## src/rtl/debounce_pkg.sv

```systemverilog
// Shared types and default parameters for the switch debouncer.
package debounce_pkg;

  typedef enum logic [1:0] {
    IDLE_LO = 2'd0,
    WAIT_HI = 2'd1,
    IDLE_HI = 2'd2,
    WAIT_LO = 2'd3
  } state_t;

  localparam int DEF_SYNC_STAGES = 2;
  localparam int DEF_N_STABLE    = 4;

endpackage

```

## src/rtl/sync_chain.sv

```systemverilog
// Multi-flop synchronizer for a single asynchronous bit; q is the last stage.
module sync_chain #(
  parameter int STAGES = 2
) (
  input  logic clk,
  input  logic reset,
  input  logic d,
  output logic q
);

  logic [STAGES-1:0] ff;

  always_ff @(posedge clk or negedge reset) begin
    if (!reset) ff <= '0;
    else        ff <= {ff[STAGES-2:0], d};
  end

  assign q = ff[STAGES-1];

endmodule

```

## src/rtl/switch_debounce.sv

```systemverilog
// Bouncy-switch conditioner: synchronizer, stability counter and a 4-state
// FSM producing a clean registered level X plus one-cycle RISE/FALL strobes.
module switch_debounce
  import debounce_pkg::*;
#(
  parameter int SYNC_STAGES = DEF_SYNC_STAGES,
  parameter int N_STABLE    = DEF_N_STABLE
) (
  input  logic clk,
  input  logic reset,
  input  logic BTN,
  output logic X,
  output logic RISE,
  output logic FALL
);

  localparam int CW = $clog2(N_STABLE + 1);
  localparam logic [CW-1:0] LAST = CW'(N_STABLE - 1);

  generate
    if (SYNC_STAGES < 2 || SYNC_STAGES > 4)
      $error("switch_debounce: SYNC_STAGES must be in 2..4");
    if (N_STABLE < 2)
      $error("switch_debounce: N_STABLE must be at least 2");
  endgenerate

  logic          s;
  logic [CW-1:0] cnt;
  state_t        state;

  sync_chain #(.STAGES(SYNC_STAGES)) u_sync (
    .clk   (clk),
    .reset (reset),
    .d     (BTN),
    .q     (s)
  );

  // cnt holds how many consecutive cycles s has sat at the candidate level;
  // reaching LAST with s still there on this edge makes N_STABLE in total.
  always_ff @(posedge clk or negedge reset) begin
    if (!reset) begin
      state <= IDLE_LO;
      cnt   <= '0;
      X     <= 1'b0;
      RISE  <= 1'b0;
      FALL  <= 1'b0;
    end else begin
      RISE <= 1'b0;
      FALL <= 1'b0;
      case (state)
        IDLE_LO: begin
          if (s) begin
            state <= WAIT_HI;
            cnt   <= CW'(1);
          end else begin
            cnt   <= '0;
          end
        end
        WAIT_HI: begin
          if (!s) begin
            state <= IDLE_LO;
            cnt   <= '0;
          end else if (cnt == LAST) begin
            state <= IDLE_HI;
            cnt   <= '0;
            X     <= 1'b1;
            RISE  <= 1'b1;
          end else begin
            cnt   <= cnt + CW'(1);
          end
        end
        IDLE_HI: begin
          if (!s) begin
            state <= WAIT_LO;
            cnt   <= CW'(1);
          end else begin
            cnt   <= '0;
          end
        end
        WAIT_LO: begin
          if (s) begin
            state <= IDLE_HI;
            cnt   <= '0;
          end else if (cnt == LAST) begin
            state <= IDLE_LO;
            cnt   <= '0;
            X     <= 1'b0;
            FALL  <= 1'b1;
          end else begin
            cnt   <= cnt + CW'(1);
          end
        end
        default: begin
          state <= IDLE_LO;
          cnt   <= '0;
          X     <= 1'b0;
        end
      endcase
    end
  end

endmodule

```

## config.mk

```make
export PLATFORM = sky130hd
export DESIGN_NAME = switch_debounce
export DESIGN_NICKNAME = d
export VERILOG_FILES = /design/src/rtl/debounce_pkg.sv /design/src/rtl/sync_chain.sv /design/src/rtl/switch_debounce.sv
export SDC_FILE = /design/constraint.sdc
export NUM_CORES = 1
export LEC_CHECK = 0
export ABC_CLOCK_PERIOD_IN_PS = 3600
export BUFFER_PORTS_ARGS = -buffer_cell sky130_fd_sc_hd__clkbuf_2
export CAP_MARGIN = 10
export CORE_AREA = 2 2 39 41
export CTS_CLUSTER_DIAMETER = 60
export DETAILED_ROUTE_END_ITERATION = 10
export DIE_AREA = 0 0 41 43
export PLACE_DENSITY_LB_ADDON = 0.08
export SLEW_MARGIN = 20
export SYNTH_ARGS = -nofsm -noshare
export SYNTH_HDL_FRONTEND = slang
export SYNTH_SLANG_ARGS = --single-unit
```

## constraint.sdc

```tcl
create_clock -name clk -period 3.6 [get_ports clk]
set_clock_uncertainty 0.05 [all_clocks]
set_input_delay 0.9 -clock clk [delete_from_list [all_inputs] [get_ports clk]]
set_output_delay 0.9 -clock clk [all_outputs]
set_load 0.02 [all_outputs]
```

# Word-level counts from Yosys, hierarchy flattened
# Cells that the tools add are included.
dict set report word_totals {
  reg_bits 10
  input_bits 3
  output_inout_bits 3
}
dict set report classes {
  add_sub_neg 1
  n_reduce_logical 4
  n_mux 23
  eq_ne 12
}
# op n
set op_table {}
lappend op_table {{$mux 2} 6}
lappend op_table {{$pmux 3 s4} 1}
lappend op_table {{$mux 1} 11}
lappend op_table {{$mux 3} 3}
lappend op_table {{$ne 2x2->1 const B} 4}
lappend op_table {{$pmux 2 s4} 1}
lappend op_table {{$reduce_and 5->1} 1}
lappend op_table {{$eq 2x2->1 const B} 2}
lappend op_table {{$ne 2x1->1 const B} 2}
lappend op_table {{$reduce_and 4->1} 1}
lappend op_table {{$add 3x1->3 const B} 1}
lappend op_table {{$eq 3x2->1 const B} 1}
lappend op_table {{$ne 3x2->1 const B} 1}
lappend op_table {{$ne 3x3->1 const B} 1}
lappend op_table {{$eq 2x1->1 const B} 1}
lappend op_table {{$logic_not 2->1} 1}
lappend op_table {{$pmux 1 s2} 1}
lappend op_table {{$reduce_bool 2->1} 1}

# Depth between registers and ports, before layout
# Gate-level depths: netlist of run 1.
dict set report logic_depth {
  ltp_word 4
  mapped_depth 4
}

# By module
# A second synthesis of run 1 with hierarchy kept.
dict set report hier_totals {
  hier_cells 27
  area_unflattened_um2 377.9
}
# mod seq_area_each_um2 area_per_inst_um2 cells_each instances
set by_module_without_submodules {}
lappend by_module_without_submodules {switch_debounce 200.2 327.8 25 1}
lappend by_module_without_submodules {sync_chain 50.0 50.0 2 1}

# Least setup slack after synthesis of run 1
# Ideal clock, no wire load.
dict set report synth_path {
  path_type {reg2out}
  startpoint {register X}
  endpoint {output X}
  arrival_ns 0.433
  n_path_buf 0
  required_ns 2.650
  stages_incl_launch_ff 1
  path_slack_ns 2.217
  path_cell_list {dfrtp_1}
}
# item line_no
set synth_lines {}
lappend synth_lines {{start, declared} switch_debounce.sv:12} ;# output logic X,
lappend synth_lines {{start signal, assigned} switch_debounce.sv:44} ;# X <= 1'b0;
lappend synth_lines {{start signal, assigned} switch_debounce.sv:66} ;# X <= 1'b1;
lappend synth_lines {{start signal, assigned} switch_debounce.sv:87} ;# X <= 1'b0;
# No word-level cell between the ends.

# Worst setup path in the final report of run 1
dict set report layout_path {
  startpoint {register X}
  endpoint {output X}
}
# No word-level cell between the ends.

==> results of run 1 <==
[cells in the final DEF, fill, tap and decap left out]
cell type,Yosys,layout
dfrtp_1,10,10
clkbuf_2,0,5
nor3b_1,4,4
o21ai_0,3,3
clkbuf_4,0,3
and2_2,2,2
xor2_1,1,1
nand2_1,1,1
nor2b_1,1,1
nand3b_1,1,1
a31oi_1,1,1
mux2_1,1,1
ha_1,1,1
[stage by stage]
stage / instance area [um2] / setup WS (ns) / hold slack (ns) / total power, W
floorplan: 367 / 2.22 / 0.281 / 0.000198
global placement: 412 / 2.13 / 0.297 / 0.000212
detailed placement: 412 / 2.13 / 0.285 / 0.000214
CTS: 434 / 1.83 / 0.299 / 0.000292
global route: 434 / 1.81 / 0.318 / 0.000308
finish: 434 / 1.85 / 0.297 / 0.000285
[kinds of logic after synthesis]
group	Yosys count	share of synthesized area, %
fa+ha+maj	1	3.41
xor+xnor	1	2.39
simple gates	9	17.1
flops	10	68.3
compound gates	4	5.80
mux	1	3.07
[layer usage]
| layer | up-vias | routed length, um | track usage, % | part of all wire, % |
|---|---|---|---|---|
| li1 | 108 | - | - | - |
| met1 | 107 | 268 | 13.1 | 49 |
| met2 | 5 | 255 | 10.0 | 46 |
| met3 | 2 | 22 | 3.14 | 4.0 |
| met4 | 0 | 4 | 8.00 | 0.73 |
| met5 | - | 0 | 0 | 0 |
[report_power, final]
part | total (W) | switching (W) | internal, W
logic | 0.0000557 | 0.0000253 | 0.0000304
registers | 0.000155 | 0.0000181 | 0.000137
clock network | 0.0000749 | 0.0000364 | 0.0000385
[worst max path at each step]
stage	slack, ns	to	depth (start not counted)
after global routing	1.81	X	1
final	1.85	X	1
after global placement	2.13	X	1
after CTS	1.83	X	1
after detailed placement	2.13	X	1
after floorplan	2.22	X	0
[layout make-up]
type / instances / area [um2] / share of cell area [%]
sequential: 10 / 250 / 57.6
multi-input combinational: 16 / 116 / 26.8
timing repair buffer: 5 / 25.0 / 5.76
clock buffer: 3 / 22.5 / 5.19
tap: 16 / 20.0 / 4.61
[sequential cells by signal (all words and copies together), names as in the netlist, named ones only]
signal     flops
FALL           1
u_sync.ff      2
state          1
cnt            3
RISE           1
X              1
==> impl_metrics.tcl, run 1 <==
set metrics [dict create \
    synth_ff_type "dfrtp_1" \
    die_h_um 43 \
    clk_latency_ns 0.26 \
    syn_inst 26 \
    post-route-util_pct 31.4 \
    drt-total-wl_um 550 \
    synth.cell_area_um2 367 \
    fill_cells 143 \
    worstRegToRegCells 3 \
    ant_nets 0 \
    port_buffers 5 \
    finalMaxSlewViolations 0 \
    synth_nets 30 \
    boundaryPins 6 \
    crit_path_end_kind "output port" \
    synth.most_common_cell "dfrtp_1" \
    finalHoldViolations 0 \
    ys_seq_area_share_pct 68.3 \
    design.core.area_um2 1380 \
    rsz0062_at_grt "false" \
    routabilityCongestion 0.621 \
    cpPeakStageDelay_ns 0.39 \
    grt_antenna_before_repair 0 \
    area_growth_pct 18.4 \
    die_w_um 41 \
    cts.clk_slew.worst_paths_ns 0.06 \
    r2r-start "cnt[0]" \
    path_cells "clkbuf_2" \
    h-tree-depth 1 \
    viasPerCell 4.44 \
    startpoint "X" \
    start_util_pct 26.5 \
    min_from "u_sync.ff[0]" \
    setup_violations 0 \
    dp_cells 47 \
    min_period_ns 1.75 \
    yosysTopAreaCell "dfrtp_1" \
    hold-path-cell-count 0 \
    dieArea_um2 1760 \
    ctsResizeCount 0 \
    cts_buffers 3 \
    status "complete, no violations" \
    fmax_ghz 0.571 \
    worst_slew_pin_slew_ns 0.250 \
    fin_crit_sh_pct 48.7 \
    num_rows 14 \
    cts_tree "built" \
    synth_cell_types 11 \
    tns_ns 0 \
    synth_top_area_share_pct 68.3 \
    grt_max_degree 11 \
    cts_root_buf "clkbuf_4" \
    worstPathArrival_ns 0.80 \
    r2r_setup_slack_ns 2.31 \
    cts_setup_buffers 0 \
    drtIter0Drc 2 \
    crit_slowest_cell "dfrtp_1" \
    slew-limit-headroom_pct 83.3 \
    critPathTopFamily "flip-flops" \
    timing.hold.worst.class "reg2reg" \
    holdBufCountCts 0 \
    hold_end "u_sync.ff[1]" \
    grt_first_pass_wirelength_um 986 \
    vias 222 \
    ys_seq_elements 10 \
    grt_pass1_vias 242 \
    layout-drive-gt1-share_pct 29.4 \
    route.detailed.drc 0 \
    firstDrtPassIters 2 \
    synth_edf_count 0 \
    final_nets 40 \
    path_class "reg2out" \
    async_flop_share_pct 100 \
    grt_use_total_pct 9.05 \
    vdd_drop_max_v 0.000196 \
    grt.overflow.total 0 \
    antennaDiodeCount 0 \
    cts_sinks 10 \
    drv_cap 0 \
    startpoint_type "register" \
    power_density_nw_per_um2 657 \
    ys_top_cells_by_count "dfrtp_1, nor3b_1, o21ai_0" \
    p_leak_nw 0.201 \
    syn-mean-instance-area_um2 14.1 \
    synthTopCellsByArea "dfrtp_1, nor3b_1, o21ai_0" \
    clock_path_buffers 2 \
    fin_cells 50 \
    hpwl_um 398 \
    crit_fanout 3 \
    routedWlPerCell_um 11.0 \
    ys_warn_count 0 \
    worstPathRequired_ns 2.65 \
    crit_buf_inv 1 \
]
Power figures use the tool's default switching activity.
==> run 2, diff against run 1 <==
- ABC_AREA: unset -> 1
- ABC_CLOCK_PERIOD_IN_PS: 3600 -> 1600
- clock period: 3.6 -> 1.6 ns (I/O delays scaled with it)
==> run 2 against run 1 <==
Against the previous run:
- utilization grew 2.4 points
- combinational power rose to 2.9 times the previous value
- sequential share of layout area decreased by 4.2 points
- cell count is 32% higher
- worst setup slack got worse by 1.5 ns
- global-route usage rose by 1.3 points
- non-clock buffer count up 1
- via count grew 27%
- synthesized cell count rose by 58%
- highest routed layer unchanged
==> impl_metrics.tcl, run 2 <==
set metrics [dict create \
    start_util_pct 28.2 \
    grt_first_pass_wirelength_mm 1.09 \
    h-tree-depth 1 \
    viasPerCell 4.27 \
    antennaDiodeCount 0 \
    path_cells "clkbuf_2" \
    finalMaxSlewViolations 0 \
    area_growth_pct 19.9 \
    grt_antenna_before_repair 0 \
    synth_edf_count 0 \
    crit_buf_inv 1 \
    power_density_nw_per_um2 1450 \
    hold_ws_ns 0.183 \
    cpPeakStageDelay_ns 0.38 \
    dp_cells 62 \
    drv_cap 0 \
    cts_tree "built" \
    path_class "reg2out" \
    synth.most_common_cell "nand2_1" \
    cts_sinks 10 \
    crit_fanout 2 \
    grt_pass1_vias 268 \
    cts.clk_slew.worst_paths_ns 0.06 \
    die_w_um 41 \
    synth.cell_area_um2 390 \
    num_rows 14 \
    boundaryPins 6 \
    vdd_drop_max_v 0.000478 \
    synth_nets 45 \
    route.detailed.drc 0 \
    layout-drive-gt1-share_pct 24.0 \
    port_buffers 5 \
    synth_top_area_share_pct 64.1 \
    status "complete, no violations" \
    timing.hold.worst.class "in2reg" \
    min_period_ns 1.25 \
    drt-total-wl_um 608 \
    rsz0062_at_grt "false" \
    grt_max_degree 11 \
    async_flop_share_pct 100 \
    fin_crit_sh_pct 78.2 \
    synthTopCellsByArea "dfrtp_1, nand2_1, inv_1" \
    synth_ff_type "dfrtp_1" \
    startpoint_type "register" \
    mostFrequentLayoutCells "nand2_1, dfrtp_1, inv_1, clkbuf_2, clkbuf_4" \
    ys_top_cells_by_count "nand2_1, dfrtp_1, inv_1" \
    final_nets 56 \
    ys_seq_elements 10 \
    critPathTopFamily "flip-flops" \
    reg_top3 "cnt: 3 flops, u_sync.ff: 2 flops" \
    fmax_ghz 0.800 \
    clock_path_buffers 2 \
    synth_cell_types 11 \
    worstPathArrival_ns 0.80 \
    cts_root_buf "clkbuf_4" \
    clk_latency_ns 0.27 \
    cts_buffers 3 \
    firstDrtPassIters 1 \
    cts_setup_buffers 0 \
    routabilityCongestion 0.794 \
    routedWlPerCell_um 9.21 \
    hpwl_um 460 \
    worst_slew_pin_slew_ns 0.255 \
    layout_commonest_cell "nand2_1" \
    dieArea_um2 1760 \
    slew-limit-headroom_pct 83.0 \
    syn-mean-instance-area_um2 9.52 \
    ant_nets 0 \
    tns_ns 0 \
    ys_seq_area_share_pct 64.1 \
    drtIter0Drc 0 \
    worstPathRequired_ns 1.15 \
    fin_cells 66 \
    die_h_um 43 \
    largest_register_ffs 3 \
    design.core.area_um2 1380 \
    largest_register "cnt" \
    crit_slowest_cell "dfrtp_1" \
    p_leak_nw 0.272 \
    vias 282 \
    finalHoldViolations 0 \
    crit_path_end_kind "output port" \
    setup_violations 0 \
    grt_use_total_pct 10.4 \
    yosysTopAreaCell "dfrtp_1" \
    ys_warn_count 0 \
    syn_inst 41 \
    grt.overflow.total 0 \
]
-- run 2: cell types whose count changed after synthesis, moves of 2 or more --
cell     delta
nor3b_1     -4
o21ai_0     -3
inv_2       +2
inv_1       +7
nand2_1    +13
and2_2      -2
nor2_1      +2
-- run 2: per-layer routing --
metal / wire [um] / GRT usage (%) / up-vias
met5: 0 / 0 / -
met4: 40 / 14.0 / 0
met3: 39 / 4.71 / 5
met2: 265 / 13.4 / 9
met1: 262 / 9.67 / 131
li1: - / - / 137
-- run 2: worst reg2reg max path: stages, from the launching register on --
cell and delay [ns]:
dfrtp_1 0.39, ha_1 0.22, inv_2 0.08, nor2_4 0.04
nand2_1 0.10, nand2_1 0.09, nor2_2 0.09
-- run 2: area by class of cell --
type | count | area, um2
fillers | 151 | 916
inverters | 9 | 33.8
well taps | 16 | 20.0
multi-input cells | 22 | 106
flip-flops and latches | 10 | 250
repair buffers | 6 | 35.0
clock buffers | 3 | 22.5
-- run 2: stage by stage --
stage | total power, W | worst slack (ns) | utilization (%) | area [um2]
after floorplan | 0.000462 | 0.585 | - | 390
after global placement | 0.000500 | 0.527 | 31.5 | 435
after detailed placement | 0.000509 | 0.487 | 31.5 | 435
after CTS | 0.000691 | 0.331 | 33.8 | 468
after global routing | 0.000742 | 0.298 | 33.8 | 468
final | 0.000679 | 0.349 | 33.8 | 468
-- run 2: cell families (layout without fill, tap and decap cells) --
group,Yosys count,count (layout),share of synthesized area (%)
AO/OA/AOI/OAI,1,1,1.28
buffers and inverters,9,18,8.66
adder cells (fa/ha/maj),1,1,3.20
flip-flops,10,10,64.1
AND/OR/NAND/NOR,20,20,22.8
-- run 2: worst paths after layout --
path                               from            to  slack [ns]  cells past startpoint
hold reg to reg            u_sync.ff[0]  u_sync.ff[1]        0.31                      0
max in group asynchronous         reset        cnt[1]        0.81                      2
min in group asynchronous         reset          FALL        0.49                      2
setup / recovery                      X             X        0.35                      1
setup reg to reg                 cnt[0]        cnt[0]        0.48                      6
hold / removal                      BTN  u_sync.ff[0]        0.18                      1
-- run 2: repair_timing --
item	in CTS	in global routing
hold buffers	1	0
gates resized for setup	0	0
endpoints found under the hold margin	10	0
-- run 2: where the power goes --
group / internal [W] / switching, W / leakage [nW] / total (W)
clock network: 0.0000870 / 0.0000857 / 0.0138 / 0.000173
registers: 0.000307 / 0.0000399 / 0.129 / 0.000347
logic: 0.0000594 / 0.0000995 / 0.130 / 0.000159
total: 0.000454 / 0.000225 / 0.272 / 0.000679
